## config.mk

```make
export PLATFORM = sky130hd
export DESIGN_NAME = mode_adder
export DESIGN_NICKNAME = d
export VERILOG_FILES = /design/src/rtl/mode_adder.sv
export SDC_FILE = /design/constraint.sdc
export NUM_CORES = 1
export LEC_CHECK = 0
export ABC_AREA = 1
export ABC_CLOCK_PERIOD_IN_PS = 1810
export BUFFER_PORTS_ARGS = -buffer_cell sky130_fd_sc_hd__buf_2
export CORE_MARGIN = 4
export CORE_UTILIZATION = 40
export DETAILED_ROUTE_END_ITERATION = 8
export GPL_ROUTABILITY_DRIVEN = 1
export MAX_ROUTING_LAYER = met4
export PLACE_DENSITY = 0.61
export RECOVER_POWER = 25
export SLEW_MARGIN = 15
export SYNTH_ARGS = -nofsm -noshare
export SYNTH_HDL_FRONTEND = slang
export SYNTH_SLANG_ARGS = --single-unit
export TNS_END_PERCENT = 20
```

## constraint.sdc

```tcl
create_clock -name clk -period 1.81 [get_ports clk]
set_input_delay 0.181 -clock clk [delete_from_list [all_inputs] [get_ports clk]]
set_output_delay 0.181 -clock clk [all_outputs]
set_load 0.05 [all_outputs]
```

## src/rtl/mode_adder.sv

```systemverilog
// mode_adder: registered WIDTH-bit adder with a per-cycle function code
// selecting unsigned, ones'-complement or two's-complement arithmetic.
// One clock of latency; result and flags (carry, overflow, zero) are registered.
// Optional feature macro: ADDER_SAT_EN -- when defined, function code 3 selects
// a saturating two's-complement add; otherwise code 3 holds all outputs.
module mode_adder #(
  parameter int WIDTH = 4
) (
  input  logic             clk,
  input  logic             rst,   // asynchronous, active-low
  input  logic [1:0]       f_i,
  input  logic [WIDTH-1:0] a_i,
  input  logic [WIDTH-1:0] b_i,
  output logic [WIDTH-1:0] y_o,
  output logic             c_o,
  output logic             v_o,
  output logic             z_o
);

  // Function codes shared with the rest of the datapath.
  localparam logic [1:0] adder_unsigned     = 2'd0;
  localparam logic [1:0] adder_1sComplement = 2'd1;
  localparam logic [1:0] adder_2sComplement = 2'd2;
  localparam logic [1:0] adder_reserved     = 2'd3;

  localparam int MSB = WIDTH - 1;

  // Registered state and its next-state values.
  logic [WIDTH-1:0] y_reg, y_next;
  logic             c_reg, c_next;
  logic             v_reg, v_next;
  logic             z_reg, z_next;

  // Arithmetic intermediates.
  logic [WIDTH:0]   raw_sum;
  logic             carry;
  logic [WIDTH-1:0] wrap_sum;
  logic [WIDTH-1:0] ones_sum;
  logic             same_sign;
  logic             ovf_ones;
  logic             ovf_twos;

  // Saturation limits: 0111..1 and 1000..0, built bit by bit.
  logic [WIDTH-1:0] sat_max;
  logic [WIDTH-1:0] sat_min;

  genvar gi;
  generate
    for (gi = 0; gi < WIDTH; gi = gi + 1) begin : g_sat_limits
      assign sat_max[gi] = (gi != MSB);
      assign sat_min[gi] = (gi == MSB);
    end
  endgenerate

  // Raw sum at WIDTH+1 bits, its carry, and the two candidate results.
  // The end-around-carry add cannot carry again: wrap_sum is at most
  // 2^WIDTH-2 whenever carry is set, so the extra bit is dropped.
  always_comb begin
    raw_sum   = {1'b0, a_i} + {1'b0, b_i};
    carry     = raw_sum[WIDTH];
    wrap_sum  = raw_sum[WIDTH-1:0];
    ones_sum  = wrap_sum + {{(WIDTH-1){1'b0}}, carry};
    same_sign = (a_i[MSB] == b_i[MSB]);
    ovf_ones  = same_sign && (ones_sum[MSB] != a_i[MSB]);
    ovf_twos  = same_sign && (wrap_sum[MSB] != a_i[MSB]);
  end

  // Select the result and flags for this cycle; unused codes hold state.
  always_comb begin
    y_next = y_reg;
    c_next = c_reg;
    v_next = v_reg;
    z_next = z_reg;
    unique case (f_i)
      adder_unsigned: begin
        y_next = wrap_sum;
        c_next = carry;
        v_next = 1'b0;
        z_next = (wrap_sum == '0);
      end
      adder_1sComplement: begin
        // Negative zero (all ones) is kept as-is, so z stays low for it.
        y_next = ones_sum;
        c_next = carry;
        v_next = ovf_ones;
        z_next = (ones_sum == '0);
      end
      adder_2sComplement: begin
        y_next = wrap_sum;
        c_next = carry;
        v_next = ovf_twos;
        z_next = (wrap_sum == '0);
      end
      adder_reserved: begin
`ifdef ADDER_SAT_EN
        // Clamp toward the operands' common sign when the signed add overflows.
        if (ovf_twos) begin
          y_next = a_i[MSB] ? sat_min : sat_max;
          z_next = 1'b0;
        end else begin
          y_next = wrap_sum;
          z_next = (wrap_sum == '0);
        end
        c_next = carry;
        v_next = ovf_twos;
`else
        // Reserved: every output keeps its previous value.
        y_next = y_reg;
        c_next = c_reg;
        v_next = v_reg;
        z_next = z_reg;
`endif
      end
      default: begin
        y_next = y_reg;
      end
    endcase
  end

  // Output registers; reset clears them immediately and discards any pending result.
  always_ff @(posedge clk or negedge rst) begin
    if (!rst) begin
      y_reg <= '0;
      c_reg <= 1'b0;
      v_reg <= 1'b0;
      z_reg <= 1'b0;
    end else begin
      y_reg <= y_next;
      c_reg <= c_next;
      v_reg <= v_next;
      z_reg <= z_next;
    end
  end

  assign y_o = y_reg;
  assign c_o = c_reg;
  assign v_o = v_reg;
  assign z_o = z_reg;

endmodule

```

==> reports/metrics.yaml <==
global_route:
  grt_max_degree: 10
  first_global_vias: 655
  grt_pass1_wl_mm: 2.67
  gr-total-overflow: 0
  grt_usage_pct: 14.5
  antenna_found_initial: 0
synthesis:
  synth-xor-area-share_pct: 0
  ys_seq_area_share_pct: 25.5
  syn_avg_cell_area_um2: 7.72
  synth_nets: 111
  syn_inst: 89
  synth_top_area_cell: "dfrtp_1"
  yosys_warnings: 0
  synthesis.area_um2: 687
  synth_cell_types: 23
  synth_compound_area_share_pct: 10.7
  synth_top_family_by_area: "simple AND/OR/NAND/NOR gates"
  yosys.area_share.adder_pct: 19.3
  synthSimpleGateAreaFrac_pct: 37.3
  synthTopCellsByArea: "dfrtp_1, ha_1, nand2_1"
  synth_top_area_share_pct: 25.5
  synth.area.mux_share_pct: 0
  ys_seq_elements: 7
power_and_ir_drop:
  internal-power_uw: 402
  pwr-share-comb_pct: 52.3
  p_clk_share_pct: 20.2
  ir_drop_mv: 0.357
  pwr-share-seq_pct: 27.5
  leakagePower_nw: 0.491
  netSwitchingPower_uw: 298
  p_sw_share_pct: 42.6
  power_density_nw_per_um2: 735
sta:
  setup_violations: 0
  fin_hold_ws_ns: 0.343
  period_minus_slack_ns: 1.77
  finClkSkew_ns: 0
  tightest_slew_ns: 0.368
  fmax_ghz: 0.566
  rsz0062_at_grt: "true"
  slew_headroom_pct: 75.4
  hold_viol_final: 0
  min_period_over_period_pct: 97.7
  setup_ws_ns: 0.0425
  slew_viol_final: 0
worst_setup_path:
  worst-path-buf-inv: 1
  cpPeakStageDelay_ns: 0.36
  regToRegSetupSlack_ns: 1.10
  end_kind: "register"
  crit_arrival_ns: 1.91
  cpMaxStageDelayCell: "fa_2"
  timing.rr.start: "y_o[2]"
  cpMostUsedCell: "ha_4"
  cp.required_ns: 1.95
  critPathKind: "in -> reg"
  worstPathCellList: "buf_6 -> ha_4 -> fa_2 -> nand2_4 -> a21oi_2 -> or2_4 -> ha_4 -> ha_4 -> or2_1 -> nand3_2 -> nor3_2 -> nand2_1 -> a21oi_2"
  crit_family: "adder cells"
  cp_max_fo: 3
  startpoint: "a_i[0]"
  cp-start-kind: "input pin"
route:
  wl_per_cell_um: 10.9
  route.vias.total: 667
  first_pass_iters: 4
  antenna_left: 0
  drc_errors: 0
  drt-initial-drc-count: 5
  viasPerCell: 4.90
  routed_wl_mm: 1.48
clock_tree:
  numCtsBuffers: 3
  clock_path_buffers: 2
  cts.sinks: 7
  cts_tree: "yes"
  clk_pin_slew_ns: 0.05
  ctsRootBufferMaster: "clkbuf_4"
  clk_latency_ns: 0.25
  postCtsSetupBuffers: 0
  htree_num_levels: 1
final_layout:
  diodes: 0
  area_growth_pct: 38.6
  fillers: 148
  nets: 143
  layout-drive-gt1-share_pct: 40.0
job:
  drv_cap: 0
placement:
  gp_congestion: 0.840
  dp_hpwl_mm: 1.26
  port_buffers: 18
  dp_slack_ns: -0.315
min_path:
  worstHoldStart: "a_i[3]"
  hold_class: "in -> reg"
die:
  boundaryPins: 19
  start_util_pct: 44.1
  die-area_um2: 2440
  coreArea_um2: 1560
  die_h_um: 49.4
  row_count: 14
  fp.dieW_um: 49.4
status:
  outcome: "completed"
## synthesized netlist by cell type
cell	n
a21oi_1	6
a21oi_2	1
a22o_1	1
a31oi_1	1
buf_6	1
dfrtp_1	7
fa_1	1
ha_1	9
inv_1	9
inv_2	1
nand2_1	16
nand2_2	2
nand2_4	2
nand3_1	9
nand3_2	4
nand4_1	1
nor2_1	8
nor2_2	2
nor3_1	1
nor3_2	1
o21ai_0	3
o21ai_1	1
or2_1	2
## flip-flops by register name, summed over array words and instances (netlist names)
signal / cells
y_o: 4
c_o: 1
z_o: 1
v_o: 1
## cell usage in the layout, fill, tap and decap left out
master          n
a21oi_1         5
a21oi_2         2
a22o_1          1
a31oi_1         1
buf_2          15
buf_4           9
buf_6           2
clkbuf_1        2
clkbuf_4        3
dfrtp_1         7
dlygate4sd3_1   1
fa_2            1
ha_1            6
ha_4            3
inv_1           9
inv_2           1
nand2_1        16
nand2_2         1
nand2_4         3
nand3_1         9
nand3_2         4
nand4_1         1
nor2_1          8
nor2_2          2
nor3_1          1
nor3_2          1
o21ai_0         3
o21ai_1         1
or2_1           1
or2_4           1
## final cells by class
cell class | instances | area [um2] | share of cell area (%)
clock buffers | 4 | 26.3 | 2.76
inverters | 10 | 37.5 | 3.94
flip-flops and latches | 7 | 175 | 18.4
multi-input cells | 71 | 514 | 54.0
repair buffers | 28 | 179 | 18.8
well taps | 16 | 20.0 | 2.10
## layer usage
layer	wire, um	track usage [%]	up-vias
li1	-	-	356
met1	683	16.8	296
met2	722	23.2	13
met3	57	4.59	2
met4	21	5.53	0
met5	0	-	-
## cells by family after synthesis
| kind of cell | Yosys count |
|---|---|
| buffers and inverters | 11 |
| and+or+nand+nor | 48 |
| adders and majority gates | 10 |
| AOI/OAI and AO/OA | 13 |
| DFF | 7 |
## what timing repair did
item                                   4_1_cts  5_1_grt
hold buffers                                 1        0
endpoints found under the hold margin        7        0
setup endpoints to repair                    1        2
pin swaps                                    3        1
gates resized for setup                      4        2
## through the flow
| step | instances | TNS [ns] | power, mW | utilization (%) | area, um2 |
|---|---|---|---|---|---|
| 2_1_floorplan | 89 | -0.290 | 0.445 | - | 712 |
| 3_3_place_gp | 131 | -1.02 | 0.537 | 56.3 | 878 |
| 3_5_place_dp | 131 | -1.19 | 0.541 | 56.3 | 878 |
| 4_1_cts | 136 | 0 | 0.696 | 60.4 | 941 |
| 5_1_grt | 136 | -0.0209 | 0.758 | 61.1 | 952 |
| 6_report | 136 | 0 | 0.700 | 61.1 | 952 |
## final timing paths
kind,to,cells after the start
worst max-delay path,z_o,13
worst min-delay path,v_o,5
worst max register to register,y_o[2],1
worst min register to register,c_o,2
max in group asynchronous,y_o[1],2
min in group asynchronous,y_o[2],2
## power groups by stage
stage | Sequential, mW | Clock [mW] | Combinational [mW]
2_1_floorplan | 0.286 | 0 | 0.159
3_3_place_gp | 0.195 | 0 | 0.342
3_5_place_dp | 0.195 | 0 | 0.346
4_1_cts | 0.193 | 0.145 | 0.358
5_1_grt | 0.196 | 0.160 | 0.403
6_report | 0.192 | 0.142 | 0.366
## tightest hold or removal path, delay by kind of cell
family                 cells  cell delay (ns)
buffers and inverters      2             0.19
and+or+nand+nor            3             0.19
(Power assumes the default switching activity.)
